===== src/rtl/pipe_ctrl.sv =====
// Pipeline hazard/sequencing controller: boot hold, branch flush, multi-cycle wait, load-use stall.
// Optional perf counters when PIPE_CTRL_PERF_EN is defined; otherwise stall_cnt/flush_cnt tie to 0.
// state   | meaning
// BOOT    | fetch held for BOOT_CYCLES after reset
// RUN     | normal issue, hazards resolved by priority
// MC_WAIT | front end frozen until mc_done or timeout
module pipe_ctrl #(
  parameter int BOOT_CYCLES = 4,
  parameter int MC_TIMEOUT  = 64,
  parameter int CNT_W       = 16
) (
  input  logic             clk,
  input  logic             rst,
  input  logic             PC_sel,
  input  logic             mc_start,
  input  logic             mc_done,
  input  logic             memRead_EX,
  input  logic [4:0]       Rdest_EX,
  input  logic [4:0]       rs1_ID,
  input  logic [4:0]       rs2_ID,
  input  logic             use_rs1,
  input  logic             use_rs2,
  input  logic             imem_ready,
  output logic             pc_en,
  output logic             ifid_en,
  output logic             idex_en,
  output logic             pipe_en,
  output logic             memwb_en,
  output logic             ifid_flush,
  output logic             idex_flush,
  output logic             exmem_flush,
  output logic [1:0]       state,
  output logic             mc_err,
  output logic [CNT_W-1:0] stall_cnt,
  output logic [CNT_W-1:0] flush_cnt
);

  localparam int BW = $clog2(BOOT_CYCLES + 1);
  localparam int MW = $clog2(MC_TIMEOUT + 1);
  localparam logic [BW-1:0] BOOT_LAST = BW'(BOOT_CYCLES - 1);
  localparam logic [MW-1:0] MC_LAST   = MW'(MC_TIMEOUT - 1);

  typedef enum logic [1:0] {
    BOOT    = 2'b00,
    RUN     = 2'b01,
    MC_WAIT = 2'b10
  } state_e;

  state_e        state_q, state_d;
  logic [BW-1:0] boot_q, boot_d;
  logic [MW-1:0] mc_q, mc_d;
  logic          load_use;
  logic          flush_hit;

  assign load_use = memRead_EX && (Rdest_EX != 5'd0) &&
                    ((use_rs1 && (rs1_ID == Rdest_EX)) || (use_rs2 && (rs2_ID == Rdest_EX)));
  assign state = state_q;

  always_comb begin
    pc_en       = 1'b1;
    ifid_en     = 1'b1;
    idex_en     = 1'b1;
    pipe_en     = 1'b1;
    memwb_en    = 1'b1;
    ifid_flush  = 1'b0;
    idex_flush  = 1'b0;
    exmem_flush = 1'b0;
    mc_err      = 1'b0;
    flush_hit   = 1'b0;
    state_d     = state_q;
    boot_d      = boot_q;
    mc_d        = mc_q;
    case (state_q)
      BOOT: begin
        pc_en      = 1'b0;
        ifid_en    = 1'b0;
        ifid_flush = 1'b1;
        if (boot_q == BOOT_LAST) state_d = RUN;
        else                     boot_d  = boot_q + 1'b1;
      end
      RUN: begin
        if (PC_sel) begin
          ifid_flush  = 1'b1;
          idex_flush  = 1'b1;
          exmem_flush = 1'b1;
          flush_hit   = 1'b1;
        end else if (mc_start) begin
          pc_en       = 1'b0;
          ifid_en     = 1'b0;
          idex_en     = 1'b0;
          exmem_flush = 1'b1;
          mc_d        = '0;
          state_d     = MC_WAIT;
        end else if (load_use) begin
          pc_en      = 1'b0;
          ifid_en    = 1'b0;
          idex_flush = 1'b1;
        end else if (!imem_ready) begin
          pc_en      = 1'b0;
          ifid_flush = 1'b1;
        end
      end
      MC_WAIT: begin
        // mc_done wins over timeout, so a late-but-valid result never flags an error
        if (mc_done) begin
          state_d = RUN;
        end else if (mc_q == MC_LAST) begin
          mc_err  = 1'b1;
          state_d = RUN;
        end else begin
          pc_en       = 1'b0;
          ifid_en     = 1'b0;
          idex_en     = 1'b0;
          exmem_flush = 1'b1;
          mc_d        = mc_q + 1'b1;
        end
      end
      default: state_d = BOOT;
    endcase
    if (rst) begin
      pc_en       = 1'b0;
      ifid_en     = 1'b0;
      idex_en     = 1'b1;
      pipe_en     = 1'b1;
      memwb_en    = 1'b1;
      ifid_flush  = 1'b1;
      idex_flush  = 1'b0;
      exmem_flush = 1'b0;
      mc_err      = 1'b0;
      flush_hit   = 1'b0;
    end
  end

  always_ff @(posedge clk) begin
    if (rst) begin
      state_q <= BOOT;
      boot_q  <= '0;
      mc_q    <= '0;
    end else begin
      state_q <= state_d;
      boot_q  <= boot_d;
      mc_q    <= mc_d;
    end
  end

`ifdef PIPE_CTRL_PERF_EN
  logic [CNT_W-1:0] stall_q, flush_q;
  logic             stall_hit;

  assign stall_hit = !pc_en && (state_q != BOOT) && !rst;

  always_ff @(posedge clk) begin
    if (rst) begin
      stall_q <= '0;
      flush_q <= '0;
    end else begin
      if (stall_hit && (stall_q != '1)) stall_q <= stall_q + 1'b1;
      if (flush_hit && (flush_q != '1)) flush_q <= flush_q + 1'b1;
    end
  end

  assign stall_cnt = stall_q;
  assign flush_cnt = flush_q;
`else
  assign stall_cnt = '0;
  assign flush_cnt = '0;
`endif

endmodule


===== config.mk =====
export PLATFORM = sky130hd
export DESIGN_NAME = pipe_ctrl
export DESIGN_NICKNAME = d
export VERILOG_FILES = /design/src/rtl/pipe_ctrl.sv
export SDC_FILE = /design/constraint.sdc
export NUM_CORES = 1
export LEC_CHECK = 0
export BUFFER_PORTS_ARGS = -buffer_cell sky130_fd_sc_hd__buf_2
export CAP_MARGIN = 20
export CORE_MARGIN = 3
export CORE_UTILIZATION = 42
export CTS_BUF_LIST = sky130_fd_sc_hd__clkbuf_4 sky130_fd_sc_hd__clkbuf_8 sky130_fd_sc_hd__clkbuf_16
export DETAILED_ROUTE_END_ITERATION = 7
export GPL_TIMING_DRIVEN = 0
export PLACE_DENSITY = 0.77
export SETUP_SLACK_MARGIN = 0.1
export SYNTH_ARGS = -nofsm -noshare
export SYNTH_HDL_FRONTEND = slang
export SYNTH_SLANG_ARGS = --single-unit

===== constraint.sdc =====
create_clock -name clk -period 1.6 [get_ports clk]
set_input_delay 0.24 -clock clk [delete_from_list [all_inputs] [get_ports clk]]
set_output_delay 0.24 -clock clk [all_outputs]
set_load 0.01 [all_outputs]

# After elaboration in Yosys (flattened, before gate mapping)
# Index checks and enable logic that the tools add are counted.
classes:
  add_sub_neg: 2
  eq_ne: 12
  muxes: 48
  n_bitwise: 1
  reduce_logical: 11
ops:
  columns: ["op", "count"]
  rows:
  - ["$mux W1", 32]
  - ["$mux W7", 4]
  - ["$pmux W7 S2", 1]
  - ["$eq A5 B5 Y1", 2]
  - ["$mux W2", 5]
  - ["$ne A2 B2 Y1 const B", 5]
  - ["$add A7 B1 Y7 const B", 1]
  - ["$eq A7 B6 Y1 const B", 1]
  - ["$pmux W1 S2", 3]
  - ["$pmux W1 S3", 2]
  - ["$pmux W2 S3", 1]
  - ["$reduce_and A5 Y1", 1]
  - ["$reduce_bool A5 Y1", 1]
  - ["$logic_and A1 B1 Y1", 4]
  - ["$reduce_and A4 Y1", 1]
  - ["$add A3 B1 Y3 const B", 1]
  - ["$eq A3 B2 Y1 const B", 1]
  - ["$ne A3 B3 Y1 const B", 1]
  - ["$eq A2 B1 Y1 const B", 1]
  - ["$eq A2 B2 Y1 const B", 1]
  - ["$logic_not A2 Y1", 1]
  - ["$reduce_and A2 Y1", 1]
  - ["$reduce_bool A2 Y1", 1]
  - ["$logic_or A1 B1 Y1", 1]
  - ["$not A1 Y1", 1]
word_totals:
  register_bits: 12
  in_bits: 24
  out_inout_bits: 43
  word_cells: 77

# Logic depth before layout (Yosys ltp)
# Gate-level depths: netlist (run 1).
depth:
  word_depth: 9
  ltp_mapped: 7
  mapped_depth_nobuf: 6

# Worst setup path before layout (run 1)
# Ideal clock, no wire load.
synth_path:
  path_kind: "register -> output"
  from: "register state_q[0] (netlist: state[0])"
  to: "output pc_en"
  t_arrival_ps: 1610
  required_time_ps: 1360
  setup_slack_ps: -250
  path_stages_with_launch: 7
  n_path_buf: 1
  cell_sequence: "dfxtp_1 > ha_1 > buf_4 > or2b_2 > nor3b_1 > inv_1 > o221ai_1"
synth_between:
  elab_chain_len: 3
  word_cells_on_any_way: 5
  cone_classes: "2 x eq/ne; 2 x mux; 1 x reduce/logical"
synth_rtl:
  columns: ["element", "line_no", "text"]
  rows:
  - ["from (decl)", "49", "state_e state_q, state_d;"]
  - ["from (signal assigned)", "140", "state_q <= state_d;"]
  - ["$eq A2 B2 Y1, or another cell as far along", "73", "case (state_q)"]
  - ["$pmux W1 S3 *", "73", null]
  - ["$mux W1 *", "120", "if (rst) begin"]
  - ["to (decl)", "24", "output logic pc_en,"]
# Mark *: on every way between the ends. The rest lies on a longest branch, timed or not.

# Final worst setup path (run 1)
layout_path:
  from: "register mc_q[1]"
  to: "output ifid_en"
layout_between:
  elab_chain_len: 5
layout_rtl:
  columns: ["element", "line_no", "text"]
  rows:
  - ["from (decl)", "51", "logic [MW-1:0] mc_q, mc_d;"]
  - ["from (signal assigned)", "142", "mc_q <= mc_d;"]
  - ["$eq A7 B6 Y1", "107", "end else if (mc_q == MC_LAST) begin"]
  - ["$mux W1", "107", null]
  - ["$mux W1", "105", "if (mc_done) begin"]
  - ["$pmux W1 S3", "73", null]
  - ["$mux W1", "120", null]
  - ["to (decl)", "25", "output logic ifid_en,"]
# Every way passes these cells.

==> results.md, run 1 <==
* Vias per inst at 4.71
* Setup ws final at -0.344 ns
* CTS tree: yes
* Netlist area before placement at 1380 sq um
* Post-synthesis mux area share at 0.728%
* GPL Wtd Cong at 0.767
* Hold Slack at 0.284 ns
* CTS HTree Levels at 1
* CP max FO at 3
* Global route total overflow at 0
* Sequential share of the synthesized area at 17.5%
* Synth Area per Inst at 8.23 sq um
* WL per Instance at 12.3 um
* Post-synthesis async set-or-reset flop share at 0%
* Fin crit period at 1.94 ns
* Cells after synthesis at 167
* Worst Setup Start Kind: register
* Main combinational cell family by area after synthesis: simple AND/OR/NAND/NOR gates
* Status: finished, violations left
* # IOs at 67
* Crit path required time at 1.36 ns
* Max_cap viols at 0
* Area Overhead vs Synth at 59.3%
* Flops & latches, synth at 12
* Post-synth top flop: dfxtp_1
* Final hold vios at 0
* CTS Hold Bufs at 0
* Maximum VDD drop at 0.397 mV
* P_leak at 0.000980 uW
* First-pass GRT wire length at 5650 um
* Die Width at 63.2 um
* Die Height at 63.2 um
* Setup violations, final at 11
* Iter 0 DRT Violations at 76
* Share of cells above drive strength 1 at 53.7%
* FILL cells at 243
* Dpl hpwl at 2480 um
* Tot GR Track Use at 17.7%
* CTS root buffer: clkbuf_4
* Max Freq at 0.514 GHz
* Non-Filler Instances at 299
* Final WL at 3680 um
* Clock latency on the worst-skew pair at 0.28 ns
* Detail Route Antenna Nets at 0
* DRC viols at 0
* Critical path class: register to output pin
* RSZ-0062 raised after global routing: true
* Sequential cell area at 255 sq um
* Synth Area in XOR/XNOR at 7.01%
* Critical Path End Type: output pin
* Final period util at 121%
* Adder-cell share of the synthesized area at 7.28%
* Vias in the first global route at 1324
* Clock Path Buffers at 2
* Worst-case clock skew at 0.00903 ns
* CTS sink count at 12
* Final Slew Violations at 0
* Cell taking the most area after synthesis: buf_4
* Compound-Gate Fraction of Synth Area at 20.6%
* Syn. warnings at 0
* Clk pin slew, worst setup/hold paths at 0.07 ns
* Area of the multi-input gates at 1150 sq um
* Top-area cell type share of the netlist area at 19.7%
* Area of the core at 3080 sq um
* Antenna violations before repair at 0
* HP Class: primary input to register
* EDFF count, synth at 0
* Area contributors post-synth: buf_4, dfxtp_1, ha_1
* CP Data Arrival Time at 1.70 ns
* Routed via count at 1408
* Yosys cell types at 51
* Violated checks: setup timing
* Largest net degree at the start of global routing at 11
* Input/output buffers at 32
* DIE AREA at 4000 sq um
* P per Cell Area at 702 nW/um^2
* Initial Utilization at 44.7%
* Simple-gate share of the synthesized area at 23.6%
* Cells after DPL at 275
* CTS buffer count at 3
* Nets at 288
* Row count at 20
* ANT cells at 0
* DRT Pass-1 Iters at 5
metrics by stage:
| stage | TNS (ns) | instance area (sq um) | util [%] | setup slack [ns] | power [uW] |
|---|---|---|---|---|---|
| after floorplan | 0 | 1540 | - | 0.0389 | 904 |
| after global placement | -0.635 | 1760 | 57.2 | -0.188 | 1040 |
| after detailed placement | -0.771 | 1760 | 57.2 | -0.201 | 1060 |
| after CTS | -2.54 | 2040 | 66.3 | -0.398 | 1470 |
| after global routing | -3.41 | 2190 | 71.2 | -0.416 | 1640 |
| final | -2.27 | 2190 | 71.2 | -0.344 | 1540 |
synthesized netlist by cell type, types with 4 or more instances:
library cell and number:
ha_1 8, buf_4 36, nand4_1 5, o21ai_0 4, nor2_1 9, a21oi_1 10, nand2_1 12, dfxtp_1 12
xnor2_1 11, inv_1 4, nand2b_1 7
placed cells by master, fill, tap and decap left out, drive strengths merged, types with 6 or more instances in the layout:
| cell | instances |
|---|---|
| nand2 | 12 |
| nor2 | 9 |
| ha | 8 |
| nand2b | 7 |
| dfxtp | 12 |
| conb | 34 |
| buf | 89 |
| o21ai | 6 |
| xnor2 | 11 |
| a21oi | 10 |
flip-flops by register name (all words and copies together), names as in the netlist:
signal	flops
mc_q	7
boot_q	3
state	2
critical path, stage by stage (launching register included):
cell      delay (ns)
dfxtp_4         0.36
ha_4            0.16
and3_4          0.19
a21o_4          0.23
a211oi_4        0.25
a221oi_2        0.08
buf_2           0.16
logic make-up after synthesis:
| group | Yosys count |
|---|---|
| simple gates | 56 |
| buf+inv | 43 |
| compound gates | 34 |
| flops | 12 |
| xor+xnor | 11 |
| fa+ha+maj | 8 |
| other cells | 2 |
| mux | 1 |
final timing paths:
path	start	endpoint	slack, ns	cells past startpoint
worst max-delay path	mc_q[1]	ifid_en	-0.34	6
worst min-delay path	rst	mc_q[0]	0.28	3
worst max register to register	state[0]	mc_q[0]	-0.17	7
worst min register to register	mc_q[6]	mc_q[6]	0.47	2
metal layers:
layer  global-route usage [%]  vias to the layer above  wire (um)
met3                     3.57                       18        255
met1                     19.6                      615       1410
li1                         -                      700          -
met4                     9.70                        0        123
met5                        0                        -          0
met2                     31.4                       75       1900
final cells by class:
type                            instances  area share [%]
Sequential cell                        12            11.7
Clock inverter                          1           0.171
Clock buffer                            3            1.03
Buffer                                 38            13.5
Tap cell                               44            2.51
Timing Repair Buffer                   53            17.6
Inverter                                4           0.800
Multi-Input combinational cell        144            52.7
report_power, final:
group	switching [uW]	total, uW	internal (uW)	leakage, uW
logic	476	956	480	0.000864
clock network	109	200	90.5	0.0000154
registers	38.2	384	345	0.000101
repair_timing:
item | in CTS | in global routing
pin swaps | 15 | 9
gates cloned | 1 | 0
setup buffers | 12 | 9
setup endpoints to repair | 16 | 17
resized for setup | 34 | 21
Note: power is estimated with default switching activity, not from simulation.
==> run 2: changes to the inputs <==
--- a/config.mk
+++ b/config.mk
@@ -7,12 +7,15 @@
 export LEC_CHECK = 0
 export BUFFER_PORTS_ARGS = -buffer_cell sky130_fd_sc_hd__buf_2
 export CAP_MARGIN = 20
+export CELL_PAD_IN_SITES_DETAIL_PLACEMENT = 1
+export CELL_PAD_IN_SITES_GLOBAL_PLACEMENT = 1
 export CORE_MARGIN = 3
-export CORE_UTILIZATION = 42
+export CORE_UTILIZATION = 29
 export CTS_BUF_LIST = sky130_fd_sc_hd__clkbuf_4 sky130_fd_sc_hd__clkbuf_8 sky130_fd_sc_hd__clkbuf_16
 export DETAILED_ROUTE_END_ITERATION = 7
 export GPL_TIMING_DRIVEN = 0
-export PLACE_DENSITY = 0.77
+export MAX_ROUTING_LAYER = met4
+export PLACE_DENSITY_LB_ADDON = 0.1
 export SETUP_SLACK_MARGIN = 0.1
 export SYNTH_ARGS = -nofsm -noshare
 export SYNTH_HDL_FRONTEND = slang
==> run 2 against run 1 <==
  * The run still ends with setup timing left
  * Final cell count increased by 3.0%
  * Utilization decreased by 23 points
  * Clock power increased by 53%
  * Wire length increased by 13%
  * Die area increased by 40%
  * Via count decreased by 0.71%
  * Clock-buffer cell count increased by 1
  * First-iteration DRC count decreased by 30%
  * Hold slack improved by 0.045 ns
  * Critical path type unchanged
  * Largest cell class unchanged
==> results.md, run 2 (synthesis results as in run 1) <==
* Status: finished, violations left
* Violated checks: setup timing
* Final hold vios at 0 (unchanged)
* Vias per inst at 4.54 (-3.6%)
* Antenna violations before repair at 0 (unchanged)
* Worst Setup Start Kind: register
* Min-delay src: rst
* ANT cells at 0 (unchanged)
* Pint at 993 uW (+8.5%)
* Detail Route Antenna Nets at 0 (unchanged)
* Hold EP: mc_q[0]
* Clock latency on the worst-skew pair at 0.24 ns (-0.04 ns)
* Combinational Power Share at 57.0% (-5.1 points)
* Initial Utilization at 30.7% (-14 points)
* Setup violations, final at 13 (+2)
* Crit path required time at 1.36 ns (about the same)
* CTS buffer count at 3 (unchanged)
* CTS root buffer: clkbuf_8
* R2R Path End: mc_q[0]
* Reg2reg path depth at 8 (+1)
* Nets at 289 (+0.35%)
* Top layer used by detailed routing: met4
* CP Data Arrival Time at 1.70 ns (about the same)
* CTS tree: yes
* Max reg flops at 7 (unchanged)
* Die Width at 74.9 um (+18%)
* Metal2 WL at 2010 um (+5.8%)
* Reg2Reg Launch Point: state[0]
* Area Overhead vs Synth at 57.4%
* # IOs at 67 (unchanged)
* Input/output buffers at 32 (unchanged)
* Final WL at 4180 um (+13%)
* Final period util at 121% (-0.47 points)
* Fin crit period at 1.94 ns (-0.00753 ns)
* Final Slew Violations at 0 (unchanged)
* Commonest non-fill, non-tap cell in the layout: buf_4
* Max_cap viols at 0 (unchanged)
* Die Height at 74.9 um (+18%)
* Setup TNS at -2.47 ns (-0.198 ns)
* Largest net degree at the start of global routing at 11 (unchanged)
* Min-Delay Path Depth at 3 (unchanged)
* Tot GR Track Use at 15.5% (-2.2 points)
* P_leak at 0.000988 uW (+0.80%)
* Clock share of power at 19.1% (+6.1 points)
* Sequential share of power at 23.9% (-1.0 points)
* Clock Path Buffers at 2 (unchanged)
* DRT Pass-1 Iters at 4 (-1)
* Critical path class: register to output pin
* First-pass GRT wire length at 6700 um (+19%)
* Global route total overflow at 0 (unchanged)
* RSZ-0062 raised after global routing: true
* Row count at 24 (+20%)
* Vias in the first global route at 1433 (+8.2%)
* Routed via count at 1398 (-0.71%)
* NetSw at 613 uW (-1.6%)
* Maximum VDD drop at 0.300 mV (-25%)
* Share of cells above drive strength 1 at 53.1% (-0.60 points)
* Critical Path End Type: output pin
* CTS HTree Levels at 1 (unchanged)
* Max Freq at 0.516 GHz (+0.39%)
* Dpl hpwl at 3020 um (+22%)
* Area of the core at 4470 sq um (+45%)
* Switching share of power at 38.2% (-2.3 points)
* Total power draw at 1610 uW (+4.4%)
* Met3 wire length at 204 um (-20%)
* GPL Wtd Cong at 0.722 (-6.0%)
* DRC viols at 0 (unchanged)
* Most frequent cells in the layout: buf_4, conb_1, buf_2
* Worst-case clock skew at 0.00311 ns (-0.00592 ns)
* Met1 WL at 1920 um (+37%)
* P per Cell Area at 742 nW/um^2 (+5.7%)
* Setup ws final at -0.336 ns (+0.00753 ns)
* CP max FO at 5 (+2)
* R2R setup slack at -0.19 ns (-0.02 ns)
* Clk pin slew, worst setup/hold paths at 0.05 ns (-0.02 ns)
* Iter 0 DRT Violations at 53 (-30%)
* CTS sink count at 12 (unchanged)
* DIE AREA at 5600 sq um (+40%)
* HP Class: primary input to register
* WL per Instance at 13.6 um (+10%)
* Reg with most FFs: mc_q
-- run 2: changes by cell type in the layout (fill, tap and decap cells not counted), sizes merged --
cell / change
buf: +2
clkinv: -1
-- run 2: area by class of cell --
type	count	area [sq um]
Fill cell	528	2310
Multi-Input combinational cell	144	1130
Timing Repair Buffer	53	342
Buffer	39	307
Sequential cell	12	253
Tap cell	52	65.1
Clock buffer	4	48.8
Inverter	4	20.0
-- run 2: worst max-delay path by stage --
stage                     start      end  slack [ns]
floorplan              state[1]    pc_en        0.04
global placement    Rdest_EX[1]  ifid_en       -0.24
detailed placement  Rdest_EX[1]  ifid_en       -0.23
CTS                    state[1]    pc_en       -0.35
global route           state[1]    pc_en       -0.43
finish                 state[1]  ifid_en       -0.34
-- run 2: worst max-delay path: stages, from the launching register on --
cell and delay (ns):
dfxtp_4 0.36, inv_4 0.06, ha_4 0.12, buf_6 0.10, or2b_4 0.28, buf_4 0.14
a221oi_2 0.24, buf_2 0.17
-- run 2: layer usage --
metal	global-route usage [%]	vias to the layer above
met2	25.1	56
li1	-	703
met4	3.56	0
met3	0.801	4
met5	-	-
met1	21.3	635
-- run 2: per-stage QoR --
stage	hold WS (ns)	instances	utilization [%]	worst slack, ns	cell area (sq um)
floorplan	0.415	199	-	0.0389	1540
global placement	0.428	283	39.5	-0.240	1770
detailed placement	0.438	283	39.5	-0.229	1770
CTS	0.338	299	45.2	-0.354	2020
global route	0.360	308	48.4	-0.429	2160
finish	0.329	308	48.4	-0.336	2160
-- run 2: power groups by stage --
| stage | clock network [uW] | registers, uW | logic [uW] |
|---|---|---|---|
| floorplan | 0 | 392 | 512 |
| global placement | 0 | 397 | 676 |
| detailed placement | 0 | 397 | 684 |
| CTS | 315 | 388 | 809 |
| global route | 330 | 392 | 1010 |
| finish | 306 | 384 | 916 |
-- run 2: timing repair --
item / in CTS / in global routing
buffers inserted: 12 / 9
setup endpoints to repair: 17 / 17
pin swaps: 6 / 12
hold buffers: 0 / 0
gates resized for setup: 25 / 20
==> run 3: changes to the inputs <==
--- a/config.mk
+++ b/config.mk
@@ -15,7 +15,7 @@
 export DETAILED_ROUTE_END_ITERATION = 7
 export GPL_TIMING_DRIVEN = 0
 export MAX_ROUTING_LAYER = met4
-export PLACE_DENSITY_LB_ADDON = 0.1
+export PLACE_DENSITY = 0.8
 export SETUP_SLACK_MARGIN = 0.1
 export SYNTH_ARGS = -nofsm -noshare
 export SYNTH_HDL_FRONTEND = slang
==> run 3 against run 2 <==
  * The flow still finishes with violations (setup timing)
  * Highest routed layer unchanged
  * Final area decreased by 0.81%
  * First-iteration DRC count decreased by 15%
  * Critical path type unchanged
  * Combinational power decreased by 2.8%
  * Sequential share of layout area increased by 0.27 points
  * Maximum frequency increased by 1.6%
  * Power decreased by 2.7%
==> results.md, run 3 (synthesis results as in run 1) <==
* Input/output buffers at 32 (unchanged)
* CTS buffer count at 3 (unchanged)
* Detail Route Antenna Nets at 0 (unchanged)
* Setup TNS at -1.79 ns (+0.676 ns)
* Most frequent cells in the layout: buf_4, conb_1, buf_2
* Finished Cell Area at 2150 sq um (-0.81%)
* Area of the core at 4470 sq um (unchanged)
* Vias per inst at 4.64 (+2.3%)
* Min-Delay Path Depth at 3 (unchanged)
* Final WL at 4280 um (+2.3%)
* R2R setup slack at -0.11 ns (+0.08 ns)
* Min-delay src: rst
* HP Class: primary input to register
* Final period util at 119% (-1.9 points)
* DIE AREA at 5600 sq um (unchanged)
* Placed cell area at 1770 sq um (unchanged)
* Area Overhead vs Synth at 56.1%
* Commonest non-fill, non-tap cell in the layout: buf_4
* Worst Setup Start Kind: register
* Crit path required time at 1.36 ns (about the same)
* Iter 0 DRT Violations at 45 (-15%)
* GPL Wtd Cong at 0.773 (+7.2%)
* Critical path class: register to output pin
* CTS HTree Levels at 1 (unchanged)
* Pint at 933 uW (-6.1%)
* First-pass GRT wire length at 6760 um (+0.84%)
* CTS tree: yes
* Global route total overflow at 0 (unchanged)
* P_leak at 0.000950 uW (-3.8%)
* Initial Utilization at 30.7% (unchanged)
* Worst-case clock skew at 0.00147 ns (-0.00163 ns)
* Clock latency on the worst-skew pair at 0.25 ns (about the same)
* Reg2Reg Launch Point: state[0]
* Slowest-stage cell, CP: dfxtp_4
* Crit-path max cell delay at 0.36 ns (about the same)
* FILL cells at 552 (+4.5%)
* Clock share of power at 18.7% (-0.4 points)
* Routed via count at 1402 (+0.29%)
* Cells after DPL at 283 (unchanged)
* RSZ-0062 raised after global routing: true
* Max_cap viols at 0 (unchanged)
* Clock Path Buffers at 2 (unchanged)
* NetSw at 630 uW (+2.7%)
* Final Slew Violations at 0 (unchanged)
* CTS sink count at 12 (unchanged)
* Violated checks: setup timing
* Non-Filler Instances at 302 (-1.9%)
* Antenna violations before repair at 0 (unchanged)
* Reg with most FFs: mc_q
* Sequential share of power at 24.3% (+0.4 points)
* # IOs at 67 (unchanged)
* Max Freq at 0.525 GHz (+1.6%)
* Crit-path cells: inv_4 -> ha_4 -> or2b_4 -> nor3b_4 -> inv_1 -> o221ai_2 -> buf_2
* Vias in the first global route at 1471 (+2.7%)
* Tot GR Track Use at 16.0% (+0.42 points)
* Combinational Power Share at 56.9% (about the same)
* Clk pin slew, worst setup/hold paths at 0.06 ns (about the same)
* P per Cell Area at 728 nW/um^2 (-1.9%)
* Largest net degree at the start of global routing at 11 (unchanged)
* Critical Path End Type: output pin
* Max reg flops at 7 (unchanged)
* CTS root buffer: clkbuf_8
* Die Height at 74.9 um (unchanged)
* CP max FO at 5 (unchanged)
* Final hold vios at 0 (unchanged)
* ANT cells at 0 (unchanged)
* Fin crit period at 1.91 ns (-0.0298 ns)
* CP Data Arrival Time at 1.67 ns (-0.03 ns)
* DRT Pass-1 Iters at 4 (unchanged)
* Setup violations, final at 11 (-2)
* Dpl hpwl at 3030 um (+0.40%)
* R2R Path End: mc_q[5]
* Share of cells above drive strength 1 at 54.4% (+1.3 points)
* Die Width at 74.9 um (unchanged)
* WL per Instance at 14.2 um (+4.3%)
* DRC viols at 0 (unchanged)
* Hold EP: mc_q[5]
* Reg2reg path depth at 7 (-1)
* Switching share of power at 40.3% (+2.1 points)
* Status: finished, violations left
* Critical path's top delay family: simple AND/OR/NAND/NOR gates
* Maximum VDD drop at 0.265 mV (-12%)
* Nets at 283 (-2.1%)
* Finished Core Util at 48.0% (-0.39 points)
* WP buf/inv at 3 (-1)
* Row count at 24 (unchanged)
* Setup ws final at -0.306 ns (+0.0298 ns)
==> run 3: changes by cell type in the layout (fill, tap and decap cells not counted), moves of 2 or more <==
cell     delta
buf_4       -5
buf_6       -4
a21oi_2     +2
buf_8       +2
o31ai_1     -2
o31ai_2     +2
==> run 3: worst max-delay path by stage <==
stage / startpoint / end / slack (ns) / cells after the start
CTS: state[1] / pc_en / -0.36 / 8
finish: state[1] / pc_en / -0.31 / 7
floorplan: state[1] / pc_en / 0.04 / 7
detailed placement: Rdest_EX[1] / ifid_en / -0.21 / 6
global placement: Rdest_EX[1] / ifid_en / -0.21 / 6
global route: state[1] / pc_en / -0.37 / 7
==> run 3: final cells by class <==
class / count / area [sq um] / share of cell area [%]
well taps: 52 / 65.1 / 3.03
plain buffers: 38 / 293 / 13.6
clock buffers: 3 / 41.3 / 1.92
clock inverters: 1 / 3.75 / 0.175
multi-input cells: 144 / 1160 / 54.1
flip-flops and latches: 12 / 256 / 11.9
repair buffers: 48 / 308 / 14.3
inverters: 4 / 17.5 / 0.816
==> run 3: metrics by stage <==
stage / setup WS [ns] / power [uW] / hold slack (ns)
after global routing: -0.373 / 1670 / 0.355
final: -0.306 / 1560 / 0.347
after detailed placement: -0.213 / 1080 / 0.440
after global placement: -0.211 / 1050 / 0.428
after CTS: -0.363 / 1490 / 0.328
after floorplan: 0.0389 / 904 / 0.415
==> run 3: metal layers <==
| layer | wire [um] | GRT usage, % | vias to the layer above |
|---|---|---|---|
| li1 | - | - | 689 |
| met2 | 2350 | 31.7 | 32 |
| met4 | 10 | 1.78 | 0 |
| met5 | 0 | - | - |
| met1 | 1770 | 16.5 | 679 |
| met3 | 141 | 2.80 | 2 |
==> run 3: repair_timing <==
item | CTS | global route
gates resized for setup | 34 | 17
pin swaps | 13 | 11
hold buffers | 0 | 0
setup endpoints to repair | 16 | 17
buffers inserted | 14 | 3
==> run 3: worst min-delay path: cells and delay by family <==
family | cells | cell delay [ns]
buffers and inverters | 1 | 0.13
AND/OR/NAND/NOR | 1 | 0.11
multiplexers | 1 | 0.06
==> run 3: power groups by stage <==
stage	clock network (uW)	registers, uW	logic [uW]
floorplan	0	392	512
global placement	0	393	660
detailed placement	0	397	684
CTS	293	381	818
global route	314	388	968
finish	293	380	890
